<file path="src/rtl/freq_meter.sv">
// freq_meter: counts rising edges of an asynchronous square wave over a fixed
// gate of GATE_CYCLES clk_in cycles. With GATE_CYCLES equal to the clk_in
// frequency the result reads directly in Hz.
//
// Handshake: meas_valid is a 1-cycle pulse with no ready; meas_count and
// overflow change only in the cycle meas_valid is high and hold until the next
// pulse. There is no backpressure, so a consumer must sample on the pulse.
//
// dbg_state exposes the FSM state (0=IDLE, 1=GATE, 2=DONE) for checkers.
module freq_meter #(
    parameter int CLK_FREQ_HZ = 100_000_000,
    parameter int GATE_CYCLES = CLK_FREQ_HZ,
    parameter int CNT_W       = 27,
    parameter int SYNC_STAGES = 2
) (
    input  logic             clk_in,
    input  logic             reset,
    input  logic             sig_in,
    input  logic             enable,
    output logic [CNT_W-1:0] meas_count,
    output logic             meas_valid,
    output logic             overflow,
    output logic             busy,
    output logic [1:0]       dbg_state
);

    typedef enum logic [1:0] {
        IDLE = 2'd0,
        GATE = 2'd1,
        DONE = 2'd2
    } state_t;

    localparam int              GW        = $clog2(GATE_CYCLES);
    localparam logic [GW-1:0]   GATE_LAST = GW'(GATE_CYCLES - 1);
    localparam logic [CNT_W-1:0] CNT_MAX  = '1;

    state_t                 state;
    state_t                 next_state;
    logic [SYNC_STAGES-1:0] sync_ff;
    logic                   sync_d;
    logic                   edge_pulse;
    logic [GW-1:0]          gate_cnt;
    logic [CNT_W-1:0]       edge_cnt;
    logic                   sat_flag;

    assign dbg_state  = state;
    // One pulse per rising edge of the synchronized input.
    assign edge_pulse = sync_ff[SYNC_STAGES-1] & ~sync_d;

    // Synchronizer chain on sig_in followed by the edge-detect register.
    always_ff @(posedge clk_in or negedge reset) begin
        if (!reset) begin
            sync_ff <= '0;
            sync_d  <= 1'b0;
        end else begin
            sync_ff <= {sync_ff[SYNC_STAGES-2:0], sig_in};
            sync_d  <= sync_ff[SYNC_STAGES-1];
        end
    end

    // FSM state register.
    always_ff @(posedge clk_in or negedge reset) begin
        if (!reset) begin
            state <= IDLE;
        end else begin
            state <= next_state;
        end
    end

    // Next-state logic: dropping enable inside a gate aborts it.
    always_comb begin
        next_state = state;
        case (state)
            IDLE: begin
                if (enable) next_state = GATE;
            end
            GATE: begin
                if (!enable)                   next_state = IDLE;
                else if (gate_cnt == GATE_LAST) next_state = DONE;
            end
            DONE: begin
                next_state = enable ? GATE : IDLE;
            end
            default: next_state = IDLE;
        endcase
    end

    // Gate/edge counters and registered result outputs.
    always_ff @(posedge clk_in or negedge reset) begin
        if (!reset) begin
            gate_cnt   <= '0;
            edge_cnt   <= '0;
            sat_flag   <= 1'b0;
            meas_count <= '0;
            meas_valid <= 1'b0;
            overflow   <= 1'b0;
            busy       <= 1'b0;
        end else begin
            meas_valid <= 1'b0;
            busy       <= (next_state == GATE) || (next_state == DONE);
            case (state)
                GATE: begin
                    if (!enable) begin
                        gate_cnt <= '0;
                        edge_cnt <= '0;
                        sat_flag <= 1'b0;
                    end else begin
                        gate_cnt <= gate_cnt + GW'(1);
                        if (edge_pulse) begin
                            if (edge_cnt == CNT_MAX) sat_flag <= 1'b1;
                            else                     edge_cnt <= edge_cnt + CNT_W'(1);
                        end
                    end
                end
                DONE: begin
                    // Edges seen in this cycle are intentionally dropped.
                    meas_count <= edge_cnt;
                    overflow   <= sat_flag;
                    meas_valid <= 1'b1;
                    gate_cnt   <= '0;
                    edge_cnt   <= '0;
                    sat_flag   <= 1'b0;
                end
                default: begin
                    gate_cnt <= '0;
                    edge_cnt <= '0;
                    sat_flag <= 1'b0;
                end
            endcase
        end
    end

endmodule

</file>
<file path="config.mk">
export PLATFORM = sky130hd
export DESIGN_NAME = freq_meter
export DESIGN_NICKNAME = d
export VERILOG_FILES = /design/src/rtl/freq_meter.sv
export SDC_FILE = /design/constraint.sdc
export NUM_CORES = 1
export LEC_CHECK = 0
export CORE_MARGIN = 2
export CORE_UTILIZATION = 30
export DETAILED_ROUTE_END_ITERATION = 7
export PLACE_DENSITY = 0.44
export SYNTH_ARGS = -nofsm -noshare
export SYNTH_HDL_FRONTEND = slang
export SYNTH_SLANG_ARGS = --single-unit
</file>
<file path="constraint.sdc">
create_clock -name clk_in -period 4.6 [get_ports clk_in]
set_clock_uncertainty 0.15 [all_clocks]
set_input_delay 0.69 -clock clk_in [delete_from_list [all_inputs] [get_ports clk_in]]
set_output_delay 0.69 -clock clk_in [all_outputs]
set_load 0.005 [all_outputs]
</file>
==> results of run 1 <==
[metal layers]
| metal | wire length, microns | vias to the layer above | GRT usage, % | part of all wire [%] |
|---|---|---|---|---|
| met1 | 4810 | 1481 | 19.8 | 52 |
| met5 | 0 | - | 0 | 0 |
| li1 | - | 1456 | - | - |
| met3 | 302 | 11 | 2.57 | 3.3 |
| met2 | 3900 | 56 | 18.5 | 42 |
| met4 | 194 | 0 | 6.47 | 2.1 |
[power groups by stage]
stage	Combinational [W]	Clock [W]	Sequential, W
floorplan	0.0000136	0	0.000812
global placement	0.0000400	0	0.000812
detailed placement	0.0000401	0	0.000812
CTS	0.0000404	0.000757	0.000797
global route	0.0000440	0.000788	0.000798
finish	0.0000379	0.000730	0.000798
[flip-flops by register name (all words and copies together) (netlist names)]
name        count
sync_ff         2
gate_cnt       27
busy            1
edge_cnt       27
sync_d          1
meas_count     27
sat_flag        1
meas_valid      1
dbg_state       2
overflow        1
[worst paths after layout]
path	startpoint	endpoint
min in group asynchronous	reset	overflow
max in group asynchronous	reset	gate_cnt[16]
worst max-delay path	edge_cnt[0]	edge_cnt[22]
worst min register to register	sync_ff[0]	sync_ff[1]
worst max register to register	edge_cnt[0]	edge_cnt[22]
worst min-delay path	sync_ff[0]	sync_ff[1]
[worst max-delay path: cells and delay by family (launching register included)]
| family | cells | cell delay, ns |
|---|---|---|
| and+or+nand+nor | 3 | 1.02 |
| DFF | 1 | 0.45 |
| adders and majority gates | 1 | 0.29 |
| AOI/OAI and AO/OA | 2 | 0.49 |
[stage by stage]
step / utilization [%] / std cells / instance area [sq um]
floorplan: - / 385 / 4170
global placement: 34.2 / 588 / 4700
detailed placement: 34.2 / 588 / 4700
CTS: 36.3 / 603 / 4980
global route: 36.3 / 603 / 4980
finish: 36.3 / 603 / 4980
[layout make-up]
class | instances | share of cell area (%)
clock buffer | 13 | 5.02
clock inverter | 2 | 0.753
inverter | 7 | 0.527
multi-input combinational | 273 | 36.6
sequential | 90 | 45.2
tap | 180 | 4.52
timing repair buffer | 38 | 7.43
[kinds of logic after synthesis]
kind of cell | count (synthesis) | share of synthesized area (%)
fa+ha+maj | 2 | 0.601
simple gates | 166 | 22.2
compound gates | 48 | 7.51
xor+xnor | 32 | 6.73
buf+inv | 22 | 2.19
mux | 25 | 6.76
flops | 90 | 54.1
[cell usage after synthesis, types with 11 or more instances]
| master | count | area, sq um |
|---|---|---|
| a21oi_1 | 18 | 90.1 |
| clkbuf_1 | 11 | 41.3 |
| dfrtp_1 | 90 | 2250 |
| mux2_2 | 25 | 282 |
| nand2_1 | 26 | 97.6 |
| nand3_1 | 21 | 105 |
| nand4_1 | 15 | 93.8 |
| nor2_1 | 39 | 146 |
| o21ai_0 | 11 | 55.1 |
| xnor2_1 | 18 | 158 |
| xor2_1 | 14 | 123 |
==> metrics.md, run 1 <==
| Metric | Value |
|---|---|
| Outcome | complete, no violations |
| CTS Buf Count | 9 |
| Multi-input gate area | between 1500 and 2000 sq um |
| GP Congestion | just under 0.8 |
| Crit path cell chain | ha_1 > nand3_1 > or2_4 > a211oi_4 > or4b_1 > a21oi_1 |
| Yosys cell types | 46 |
| WL final | about 9200 microns |
| Final Hold Vio Count | 0 |
| Wire length per cell | 15.3 microns |
| Initial DRC Count | ~150 |
| Element type at the critical path start | flop |
| Slew headroom | between 40% and 50% |
| Max-capacitance violation count | 0 |
| Most common cell after layout, fill and taps aside | dfrtp_1 |
| Critical Path Max Stage Delay | 0.47 ns |
| Largest net degree at the start of global routing | 68 |
| Vias per cell | roughly 5 |
| CTS tree | yes |
| Net Sw Frac | between 20% and 30% |
| Nets | roughly 430 |
| I/O pins | 36 |
| Hold Buf Count CTS | 0 |
| Post-route ant nets | 0 |
| Gr ovfl total | 0 |
| Worst Hold Depth | 0 |
| CP arrival | about 2.6 ns |
| # Post-CTS Setup Buffers | 0 |
| Share of layout cells above drive strength 1 | approximately an eighth |
| Final Max Slew Viols | 0 |
| Worst-Margin Slew | around 0.88 ns |
| Drc violations | 0 |
| Area Growth Syn to Fin | 19.6% |
| Sequential area share after synthesis | 54.1% |
| Clock tree buffer depth | 2 |
| GRT Total Usage | between 10% and 20% |
| Final Critical Period | roughly 2.5 ns |
| Avg Inst Size Synth | between 10 and 15 sq um |
| Crit path kind | flop to flop |
| FMAX | 408 MHz |
| Register bit total from synthesis | 90 |
| Vias in the first global route | 2942 |
| Int Pwr | around 0.0012 W |
| Clk sinks | 90 |
| Root buffer cell | clkbuf_16 |
| Comb power frac | between 2 and 2.5% |
| Main flop type after synthesis | dfrtp_1 |
| Setup WS post-layout | between 2 and 2.5 ns |
| Unrepaired setup endpoints after global routing | no |
| Vias | ~3000 |
| YS warnings | 0 |
| Post-layout power | 0.00157 W |
| Endpoints failing setup | 0 |
| Clk_lat worst skew | roughly 0.34 ns |
| Sequential Power Share | approximately half |
| Final Cycle Share | ~53% |
| Dpl ws | 1.94 ns |
| EDFF count, synth | 0 |
| Peak supply drop | 0.000170 V |
| Die W | around 120 microns |
| Ys async rst share | 100% |
| FF+latch area | 2250 sq um |
| Hold slack | ~0.2 ns |
| Critical Path Fanout Max | 7 |
| Hold Crit Class | flop to flop |
| Worst path required time | 4.72 ns |
| CTS H-tree depth | 3 |
| Initial core utilization | 30.4% |
| ANT cells | 0 |
| Resized Gates After CTS | 0 |
| Mapped Area | 4170 sq um |
| Setup TNS | 0 ns |
| Core Box Area | ~14000 sq um |
| DIE AREA | between 10000 and 15000 sq um |
| Chip Height | 122 microns |
| Syn nets | ~390 |
| Setup crit end kind | flop |
| Drt pass-1 iters | 5 |
| R2r setup slk | between 2 and 2.5 ns |
| Fill count | 1385 |
| Buffers added on ports | 35 |
| Leakage | between 2 and 2.5 nW |
| Initial antenna violation count | 0 |
| Clk slew on worst S/H paths | 0.06 ns |
| HPWL after DPL | 6140 microns |
| Slowest CP cell | or4b_1 |
| Commonest non-fill, non-tap cells in the layout | 90 x dfrtp_1, 39 x nor2_1, 34 x clkdlybuf4s50_1 |
| Clock group share of total power | about 47% |
| P_sw | roughly 0.00033 W |
| FF-to-FF path depth | 6 |
| # rows | 43 |
| Power per cell area | 314 nW/um^2 |
| Mapped Cells | approximately 390 |
| First-pass GRT wire length | 15300 microns |
Note: power is estimated with default switching activity, not from simulation.
==> run 2: changes to the inputs <==
Clock period 4.6 ns to 2.55 ns, I/O delays scaled along.
==> run 2 against run 1 <==
Cell count up 1.5%. Critical path depth unchanged. First-iteration DRC count up 9.8%. Clock power up 85%. Sequential share of layout area down 0.77 points. Clock-buffer cell count up 1. Largest cell class unchanged.
==> metrics.md, run 2 (synthesized netlist as in run 1, its figures left out) <==
| Metric | Value |
|---|---|
| Outcome | complete, no violations |
| Final core utilization | 37.0% |
| GP Congestion | 0.791 |
| ANT cells | 0 |
| Final Critical Period | roughly 2.2 ns |
| Slew headroom | between 60 and 70% |
| Final Hold Vio Count | 0 |
| Die W | about 120 microns |
| Placed cell areas | around 4800 sq um |
| # Post-CTS Setup Buffers | 0 |
| Worst Hold Depth | 0 |
| Final Max Slew Viols | 0 |
| Root buffer cell | clkbuf_16 |
| R2r startpoint | edge_cnt[1] |
| Drc violations | 0 |
| Chip Height | 122 microns |
| FF+latch area | about 2300 sq um |
| Initial DRC Count | around 170 |
| Most common cell after layout, fill and taps aside | dfrtp_1 |
| # rows | 43 |
| Hold Crit Class | flop to flop |
| CTS H-tree depth | 3 |
| FMAX | around 450 MHz |
| FF-to-FF path depth | 6 |
| Worst-Margin Slew | between 0.5 and 0.6 ns |
| Area Growth Syn to Fin | 21.7% |
| Worst path required time | about 2.7 ns |
| Unrepaired setup endpoints after global routing | no |
| R2r setup slk | 0.31 ns |
| Core Box Area | ~14000 sq um |
| Vias in the first global route | 2828 |
| Post-route ant nets | 0 |
| CP arrival | about 2.4 ns |
| Vias per cell | slightly below 5 |
| DIE AREA | 14800 sq um |
| CTS Buf Count | 9 |
| Endpoints failing setup | 0 |
| CTS tree | yes |
| Clk_lat worst skew | between 0.3 and 0.4 ns |
| Hold slack | between 0.2 and 0.25 ns |
| Design area | 5070 sq um |
| Clock tree buffer depth | 2 |
| GRT Total Usage | between 10% and 20% |
| Fill count | ~1400 |
| Peak supply drop | between 0.0003 and 0.0004 V |
| Leakage | around 2.1 nW |
| Commonest non-fill, non-tap cells in the layout | 90 x dfrtp_1, 39 x nor2_1, 34 x clkdlybuf4s50_1 |
| Worst Hold End | sync_ff[1] |
| HPWL after DPL | between 6000 and 7000 microns |
| Setup crit end kind | flop |
| Setup TNS | 0 ns |
| Element type at the critical path start | flop |
| Top Registers | edge_cnt: 27 flops, gate_cnt: 27 flops, meas_count: 27 flops |
| Critical Path Max Stage Delay | between 0.4 and 0.5 ns |
| I/O pins | 36 |
| Multi-input gate area | 1820 sq um |
| Clk sinks | 90 |
| Gr ovfl total | 0 |
| Initial core utilization | a little under a third |
| Buffers added on ports | 35 |
| Hold Path Origin | sync_ff[0] |
| Max-capacitance violation count | 0 |
| Slowest CP cell | a21o_1 |
| Vias | between 2000 and 3000 |
| Drt pass-1 iters | 4 |
| Initial antenna violation count | 0 |
| Final Cycle Share | ~88% |
| Nets | around 430 |
| First-pass GRT wire length | 15300 microns |
| WL final | a little over 9000 microns |
| Clk slew on worst S/H paths | ~0.060 ns |
| Largest net degree at the start of global routing | 50 |
| Power per cell area | about 570 nW/um^2 |
| Wire length per cell | 15.0 microns |
| Worst R2R End | edge_cnt[6] |
| Crit path kind | flop to flop |
| Share of layout cells above drive strength 1 | between 10 and 15% |
| Crit path cell chain | ha_1 > nand3_1 > nor3_4 > a21o_1 > o21ai_0 > a21oi_1 |
| Critical Path Fanout Max | 16 |
run 2: report_power, final:
part	switching, W	internal (W)	leakage, nW
registers	0.00000412	0.00143	1.25
logic	0.0000558	0.0000202	0.729
clock network	0.000540	0.000813	0.147
run 2: final cells by class:
cell class / count / share of cell area [%]
Sequential cell: 90 / 44.4
Clock buffer: 14 / 5.21
Clock inverter: 2 / 0.691
Inverter: 7 / 0.518
Multi-Input combinational cell: 273 / 35.9
Tap cell: 180 / 4.44
Timing Repair Buffer: 46 / 8.78
run 2: routing by layer:
layer  part of all wire, %  vias to the layer above  GRT usage, %  wire, microns
met5                     0                        -             0              0
met4                   2.0                        0          6.25            187
met3                   2.4                       11          3.09            222
met2                    41                       35          17.6           3750
met1                    55                     1466          20.6           5010
li1                      -                     1476             -              -
run 2: how the worst max path moves through the flow:
stage	startpoint	to	cells after the start
6_report	edge_cnt[1]	edge_cnt[6]	6
3_5_place_dp	edge_cnt[1]	edge_cnt[9]	7
2_1_floorplan	edge_cnt[0]	edge_cnt[22]	6
4_1_cts	edge_cnt[1]	edge_cnt[22]	6
3_3_place_gp	edge_cnt[1]	edge_cnt[13]	7
5_1_grt	edge_cnt[1]	edge_cnt[16]	6
run 2: what timing repair did:
action,in CTS,in global routing
gates resized for setup,0,0
endpoints found under the hold margin,41,0
hold buffers,1,0
run 2: per-stage QoR:
stage | setup WS [ns] | std cells | total power, W
2_1_floorplan | 0.382 | 385 | 0.00149
3_3_place_gp | 0.379 | 595 | 0.00154
3_5_place_dp | 0.322 | 595 | 0.00154
4_1_cts | 0.309 | 612 | 0.00292
5_1_grt | 0.0633 | 612 | 0.00299
6_report | 0.305 | 612 | 0.00287
run 2: critical path, delay by kind of cell, from the launching register on:
family | cells | cell delay (ns)
AO/OA/AOI/OAI | 3 | 0.78
flip-flops | 1 | 0.42
AND/OR/NAND/NOR | 2 | 0.54
adder cells (fa/ha/maj) | 1 | 0.27
